<file path="src/rtl/irq_gateway.sv">
// Interrupt gateway: per-source level/edge capture into pending bits, lowest-id claim/complete,
// and a registered external_int toward the core. Single-cycle-latency bus responder.
module irq_gateway #(
   parameter int NUM_SRC = 8
) (
   input  logic               clk,
   input  logic               rst_n,
   input  logic [NUM_SRC-1:0] src,
   input  logic               sel,
   input  logic               ren,
   input  logic               wen,
   input  logic [1:0]         addr,
   input  logic [31:0]        wdata,
   output logic [31:0]        rdata,
   output logic               external_int
);

   localparam logic [1:0] A_PENDING = 2'd0;
   localparam logic [1:0] A_ENABLE  = 2'd1;
   localparam logic [1:0] A_CLAIM   = 2'd2;
   localparam logic [1:0] A_EDGE    = 2'd3;

   logic [NUM_SRC-1:0] pending, enable, edge_trig, in_service, src_q;
   logic [NUM_SRC-1:0] cand, win_oh, clr_oh, cmp_oh, gw_set;
   logic [4:0]         win_idx, cmp_id;
   logic               win_hit, rd_claim, wr_claim;
   logic [31:0]        rd_val;
   logic               unused_wdata;

   assign unused_wdata = ^wdata;
   assign cand     = pending & enable;
   assign rd_claim = sel & ren & (addr == A_CLAIM);
   assign wr_claim = sel & wen & (addr == A_CLAIM);
   assign cmp_id   = wdata[4:0];

   // Descending scan so the lowest-numbered candidate is the last one to win.
   always_comb begin
      win_hit = 1'b0;
      win_idx = '0;
      win_oh  = '0;
      for (int i = NUM_SRC-1; i >= 0; i--) begin
         if (cand[i]) begin
            win_hit = 1'b1;
            win_idx = 5'(i);
            win_oh  = '0;
            win_oh[i] = 1'b1;
         end
      end
   end

   always_comb begin
      cmp_oh = '0;
      for (int i = 0; i < NUM_SRC; i++)
         cmp_oh[i] = wr_claim && (cmp_id == 5'(i+1)) && in_service[i];
   end

   // In-service bits always have pending=0, so the completed bit can never be the claim winner.
   assign clr_oh = (rd_claim && win_hit) ? win_oh : '0;
   assign gw_set = src & ~in_service & ~(edge_trig & src_q);

   always_comb begin
      rd_val = '0;
      case (addr)
         A_PENDING: rd_val[NUM_SRC-1:0] = pending;
         A_ENABLE:  rd_val[NUM_SRC-1:0] = enable;
         A_CLAIM:   rd_val[4:0]         = win_hit ? (win_idx + 5'd1) : 5'd0;
         A_EDGE:    rd_val[NUM_SRC-1:0] = edge_trig;
         default:   rd_val = '0;
      endcase
   end

   always_ff @(posedge clk) begin
      if (!rst_n) begin
         pending      <= '0;
         enable       <= '0;
         edge_trig    <= '0;
         in_service   <= '0;
         src_q        <= '0;
         rdata        <= '0;
         external_int <= 1'b0;
      end else begin
         src_q        <= src;
         pending      <= (pending | gw_set) & ~clr_oh;
         in_service   <= (in_service & ~cmp_oh) | clr_oh;
         external_int <= |cand;
         if (sel && wen && addr == A_ENABLE) enable    <= wdata[NUM_SRC-1:0];
         if (sel && wen && addr == A_EDGE)   edge_trig <= wdata[NUM_SRC-1:0];
         if (sel && ren)                     rdata     <= rd_val;
      end
   end

endmodule
</file>
<file path="config.mk">
export PLATFORM = sky130hd
export DESIGN_NAME = irq_gateway
export DESIGN_NICKNAME = d
export VERILOG_FILES = /design/src/rtl/irq_gateway.sv
export SDC_FILE = /design/constraint.sdc
export NUM_CORES = 1
export LEC_CHECK = 0
export BUFFER_PORTS_ARGS = -buffer_cell sky130_fd_sc_hd__buf_2
export CORE_ASPECT_RATIO = 0.5
export CORE_MARGIN = 5
export CORE_UTILIZATION = 30
export CTS_BUF_LIST = sky130_fd_sc_hd__clkbuf_4 sky130_fd_sc_hd__clkbuf_8 sky130_fd_sc_hd__clkbuf_16
export DETAILED_ROUTE_END_ITERATION = 8
export MAX_ROUTING_LAYER = met4
export PLACE_DENSITY = 0.51
export REMOVE_ABC_BUFFERS = 1
export SYNTH_ARGS = -nofsm -noshare
export SYNTH_HDL_FRONTEND = slang
export SYNTH_SLANG_ARGS = --single-unit
</file>
<file path="constraint.sdc">
create_clock -name clk -period 1.8 [get_ports clk]
set_clock_uncertainty 0.05 [all_clocks]
set_input_delay 0.09 -clock clk [delete_from_list [all_inputs] [get_ports clk]]
set_output_delay 0.09 -clock clk [all_outputs]
set_load 0.02 [all_outputs]
</file>
==> results of run 1 <==
[what timing repair did]
action,in CTS,in global routing
hold endpoints to repair,14,0
resized for setup,0,1
endpoints found under the setup margin,0,1
hold buffers,11,0
[flip-flops by register name (all words and copies together), names as in the netlist]
name,flops
edge_trig,8
enable,8
in_service,8
pending,8
rdata,8
src_q,8
external_int,1
[layout make-up]
type                    count  area, um^2
fillers                   829        4960
multi-input cells         213        1250
flip-flops and latches     49         981
repair buffers             53         348
well taps                 112         140
clock buffers               5         125
clock inverters             3        46.3
inverters                   8        30.0
[kinds of logic after synthesis]
kind of cell | after synthesis | share of synthesized area [%]
other cells | 1 | 0.156
flops | 49 | 40.9
fa+ha+maj | 1 | 0.522
simple gates | 105 | 21.0
buf+inv | 43 | 10.8
compound gates | 79 | 24.9
mux | 4 | 1.67
[layer usage]
metal / vias to the layer above / global-route usage, %
met1: 979 / 18.4
li1: 1035 / -
met2: 70 / 20.8
met5: - / -
met3: 8 / 2.55
met4: 0 / 4.02
[synth_stat cells, types with 2 or more instances]
| cell type | number |
|---|---|
| a211oi_1 | 8 |
| a21boi_1 | 21 |
| a21oi_1 | 7 |
| a22o_1 | 2 |
| a31oi_1 | 2 |
| and2_1 | 13 |
| buf_2 | 3 |
| buf_4 | 25 |
| clkbuf_1 | 7 |
| dfxtp_1 | 49 |
| inv_1 | 8 |
| mux2i_1 | 4 |
| nand2_1 | 49 |
| nand2_2 | 2 |
| nand2b_1 | 5 |
| nand3_1 | 5 |
| nand3b_1 | 3 |
| nand4_1 | 5 |
| nor2_1 | 12 |
| nor3_1 | 3 |
| o211a_1 | 9 |
| o211ai_1 | 4 |
| o21a_1 | 4 |
| o21ai_0 | 5 |
| o21ai_1 | 7 |
| o221ai_1 | 3 |
| or3_1 | 3 |
[worst min path at each step]
stage	end	slack [ns]	cells past startpoint
after floorplan	in_service[2]	0.16	1
after CTS	edge_trig[3]	0.01	3
after detailed placement	src_q[7]	0.26	2
final	edge_trig[0]	0.01	3
after global placement	src_q[3]	0.26	2
after global routing	edge_trig[3]	0.02	3
[metrics by stage]
step	worst slack [ns]	hold slack (ns)	area [um^2]	power (uW)	util, %
floorplan	0.283	0.157	2250	1330	-
global placement	0.107	0.256	2630	1450	33.4
detailed placement	0.117	0.260	2630	1450	33.4
CTS	0.0885	0.0107	2910	2550	37.0
global route	0.0273	0.0229	2920	2610	37.0
finish	0.0881	0.0125	2920	2520	37.0
[worst max-delay path, delay by kind of cell (launching register included)]
| kind | cells | cell delay, ns |
|---|---|---|
| flip-flops | 1 | 0.34 |
| adder cells (fa/ha/maj) | 1 | 0.18 |
| AO/OA/AOI/OAI | 4 | 0.78 |
| AND/OR/NAND/NOR | 2 | 0.25 |
[power breakdown]
group	internal (uW)	total, uW	switching, uW
sequential	1130	1160	31.3
combinational	111	291	180
clock	658	1070	417
total	1890	2520	628
==> impl_metrics.env, run 1 <==
export IMPL_drive_above_1_share_pct=17.2
export IMPL_r2r_cells=7
export IMPL_rows=23
export IMPL_startpoint="pending[4]"
export IMPL_yosysWarnings=0
export IMPL_hpwlAfterDp_um=4730
export IMPL_synthDistinctLibCells=41
export IMPL_die_h_um=73.2
export IMPL_maxCapViolations=0
export IMPL_critPathSlowestCell="dfxtp_1"
export IMPL_highest_layer="met4"
export IMPL_root_buffer="clkbuf_16"
export IMPL_synthToLayoutAreaGrowth_pct=21.8
export IMPL_vias=2092
export IMPL_min_path_type="input pin to register"
export IMPL_period_needed_ns=1.71
export IMPL_max_stage_delay_ns=0.34
export IMPL_wirelength_met1_um=3050
export IMPL_ys_seq_area_share_pct=40.9
export IMPL_finalSetupViolCount=0
export IMPL_path_cells="a22o_1 > nand2b_1 > a21oi_1 > ha_1 > nor4_1 > a311oi_1 > o21ai_1"
export IMPL_clkTransAtPathRegs_ns=0.07
export IMPL_async_flop_share_pct=0
export IMPL_numCtsBuffers=5
export IMPL_hold_viol_final=0
export IMPL_synth_edf_count=0
export IMPL_mappedNetlistArea_mm2=0.00240
export IMPL_final_cell_mix="nand2_1 (49), dfxtp_1 (49), buf_2 (31)"
export IMPL_worstPathMaxFanout=4
export IMPL_peakVddDrop_mv=0.375
export IMPL_grt_ovfl_total=0
export IMPL_endpoint="rdata[2]"
export IMPL_ant_nets=0
export IMPL_crit_path_start_kind="register"
export IMPL_layout_cells_non_filler=443
export IMPL_wl_um=6300
export IMPL_dp_cells=424
export IMPL_drcViolationCount=0
export IMPL_cp_end_kind="register"
export IMPL_grt_usage_pct=13.6
export IMPL_setup_tns_ns=0
export IMPL_yosysTopAreaCellShare_pct=40.9
export IMPL_layout_nets=378
export IMPL_synthCells=282
export IMPL_power_leakage_uw=0.00125
export IMPL_clock_sinks=49
export IMPL_clkLatencyLatePin_ns=0.29
export IMPL_final_period_utilization_pct=95.1
export IMPL_grt_pass1_wl_um=10200
export IMPL_wl_met3_um=428
export IMPL_grt_pass1_vias=1976
export IMPL_fmax_ghz=0.584
export IMPL_cts_tree="yes"
export IMPL_chipWidth_um=136
export IMPL_cp_data_required_time_ns=1.92
export IMPL_synth_seq_cells=49
export IMPL_finalMaxSlewViolations=0
export IMPL_htreeDepth=2
export IMPL_core_area_mm2=0.00789
export IMPL_wire_per_inst_um=14.2
export IMPL_ys_flop_type="dfxtp_1"
export IMPL_antenna_found_initial=0
export IMPL_drt_pass1_iterations=4
export IMPL_initialDrtViolationCount=177
export IMPL_cts_setup_buffers=0
export IMPL_outcome="completed"
export IMPL_holdCritStartpoint="wdata[0]"
export IMPL_dieArea_mm2=0.00999
export IMPL_r2r_end="rdata[2]"
export IMPL_yosys_area_top_type="dfxtp_1"
export IMPL_route_met2_wl_um=2750
export IMPL_grt_max_degree=29
export IMPL_initial_core_util_pct=30.4
export IMPL_synth_area_top_cells="dfxtp_1 (41%), buf_4 (7.8%), nand2_1 (7.7%)"
export IMPL_rrSetupSlack_ns=0.09
export IMPL_diodes=0
export IMPL_viasPerCell=4.72
export IMPL_clockBufferDepth=2
export IMPL_powerDensity_mw_per_mm2=864
export IMPL_port_buffers=31
export IMPL_gp_congestion=0.896
export IMPL_setup_worst_path_class="register to register"
export IMPL_worstReg2RegStart="pending[4]"
export IMPL_ios=80
export IMPL_rsz0062_at_grt="no"
export IMPL_syn_avg_cell_area_um2=8.50
export IMPL_cp_arrival_ns=1.84
No activity file was read; power rests on OpenSTA's default activity.
==> run 2, diff against run 1 <==
Settings changed: CORE_ASPECT_RATIO 0.5 to unset.
==> run 2 against run 1 <==
Critical path depth did not move. Routed wire length fell by 0.71%. Flip-flop and latch count did not move. Die area fell by 1.1%. Sequential power barely moved. Via count barely moved. Global-route usage fell by 0.57 points. Worst hold slack got worse by 0.00081 ns. Sequential share of layout area fell by 0.21 points. Cell area rose by 0.90%. Cell count fell by 0.68%. Critical endpoint unchanged.
==> impl_metrics.env, run 2 (synthesis gave the netlist of run 1 again) <==
export IMPL_drive_above_1_share_pct=20.7
export IMPL_antenna_found_initial=0
export IMPL_fmax_ghz=0.586
export IMPL_finalSetupViolCount=0
export IMPL_diodes=0
export IMPL_path_delay_family="compound AO/OA/AOI/OAI gates"
export IMPL_ant_nets=0
export IMPL_period_needed_ns=1.71
export IMPL_outcome="completed"
export IMPL_maxCapViolations=0
export IMPL_initial_core_util_pct=30.9
export IMPL_startpoint="pending[4]"
export IMPL_drt_pass1_iterations=4
export IMPL_layout_cells_non_filler=440
export IMPL_numCtsBuffers=5
export IMPL_clkLatencyLatePin_ns=0.30
export IMPL_powerDensity_mw_per_mm2=806
export IMPL_final_period_utilization_pct=94.8
export IMPL_path_cells="a22o_1 > nand2b_4 > a21oi_2 > ha_2 > nor4_1 > a311oi_1 > o21ai_1"
export IMPL_hold_viol_final=0
export IMPL_maxSlewHeadroom_pct=64.4
export IMPL_rows=32
export IMPL_cp_arrival_ns=1.85
export IMPL_grt_pass1_wl_um=9940
export IMPL_synthToLayoutAreaGrowth_pct=22.9
export IMPL_final_common_cell="nand2_1"
export IMPL_viasPerCell=4.75
export IMPL_core_area_mm2=0.00777
export IMPL_setup_tns_ns=0
export IMPL_drcViolationCount=0
export IMPL_gp_congestion=0.901
export IMPL_worstPathMaxFanout=4
export IMPL_cp_end_kind="register"
export IMPL_max_slew_worst_pin_slew_ns=0.533
export IMPL_critPathSlowestCell="dfxtp_1"
export IMPL_postLayoutCellArea_mm2=0.00295
export IMPL_root_buffer="clkbuf_8"
export IMPL_worstReg2RegStart="pending[4]"
export IMPL_ios=80
export IMPL_dieArea_mm2=0.00988
export IMPL_wire_per_inst_um=14.2
export IMPL_peakVddDrop_mv=0.334
export IMPL_finalMaxSlewViolations=0
export IMPL_power_leakage_uw=0.00128
export IMPL_cts_tree="yes"
export IMPL_clock_sinks=49
export IMPL_port_buffers=31
export IMPL_final_cell_mix="nand2_1 (48), dfxtp_1 (47), buf_2 (31)"
export IMPL_grt_ovfl_total=0
export IMPL_dpl_cell_area_mm2=0.00265
export IMPL_grt_busiest_layer="met2"
export IMPL_hpwlAfterDp_um=4690
export IMPL_grt_max_degree=31
export IMPL_grt_util_met1_pct=17.7
export IMPL_setup_worst_path_class="register to register"
export IMPL_layout_nets=385
export IMPL_max_stage_delay_ns=0.34
export IMPL_vias=2090
export IMPL_wl_um=6260
export IMPL_htreeDepth=2
export IMPL_grt_usage_pct=13.0
export IMPL_clockBufferDepth=2
export IMPL_dp_cells=418
export IMPL_clkTransAtPathRegs_ns=0.09
export IMPL_crit_buf_inv=0
export IMPL_grt_use_met2_pct=19.8
export IMPL_holdCritStartpoint="wdata[4]"
export IMPL_initialDrtViolationCount=68
export IMPL_die_h_um=99.4
export IMPL_crit_path_start_kind="register"
export IMPL_grtUsageMet3_pct=2.24
export IMPL_min_path_type="input pin to register"
export IMPL_chipWidth_um=99.4
export IMPL_grt_pass1_vias=1954
export IMPL_cp_data_required_time_ns=1.94
## run 2: stage by stage
stage / total power [uW] / setup slack (ns) / utilization [%] / hold slack, ns
after CTS: 2400 / 0.0764 / 37.4 / 0.00133
after global routing: 2480 / -0.00980 / 37.9 / 0.0108
after floorplan: 1330 / 0.283 / - / 0.157
final: 2370 / 0.0943 / 37.9 / 0.0117
after global placement: 1450 / 0.108 / 34.1 / 0.257
after detailed placement: 1460 / 0.0940 / 34.1 / 0.259
## run 2: final timing paths
path	slack (ns)	endpoint	cells past startpoint
max	0.09	rdata[2]	7
min	0.01	edge_trig[4]	3
max reg2reg	0.09	rdata[2]	7
min reg2reg	0.42	rdata[2]	2
## run 2: area by class of cell
cell class / instances / area [um^2]
clock buffers: 5 / 68.8
clock inverters: 3 / 65.1
fillers: 827 / 4820
inverters: 8 / 30.0
multi-input cells: 213 / 1270
flip-flops and latches: 49 / 983
well taps: 102 / 128
repair buffers: 60 / 403
## run 2: layer usage
| metal | wire length [um] | vias to the layer above | share of wire, % |
|---|---|---|---|
| li1 | - | 1048 | - |
| met1 | 3050 | 970 | 49 |
| met2 | 2730 | 68 | 44 |
| met3 | 423 | 4 | 6.8 |
| met4 | 54 | 0 | 0.86 |
| met5 | 0 | - | 0 |
## run 2: worst register-to-register path: stages (launching register included)
cell      delay (ns)
dfxtp_1         0.34
a22o_1          0.28
nand2b_4        0.16
a21oi_2         0.13
ha_2            0.19
nor4_1          0.06
a311oi_1        0.29
o21ai_1         0.11
## run 2: power breakdown
group / total (uW) / switching [uW] / internal [uW]
combinational: 301 / 182 / 119
clock: 919 / 368 / 552
sequential: 1150 / 28.8 / 1130
total: 2370 / 578 / 1800
## run 2: repair_timing
| action | CTS | global route |
|---|---|---|
| endpoints found under the setup margin | 0 | 1 |
| hold buffers | 12 | 0 |
| gates resized for setup | 0 | 8 |
| hold endpoints to repair | 15 | 0 |
| setup buffers | 0 | 2 |
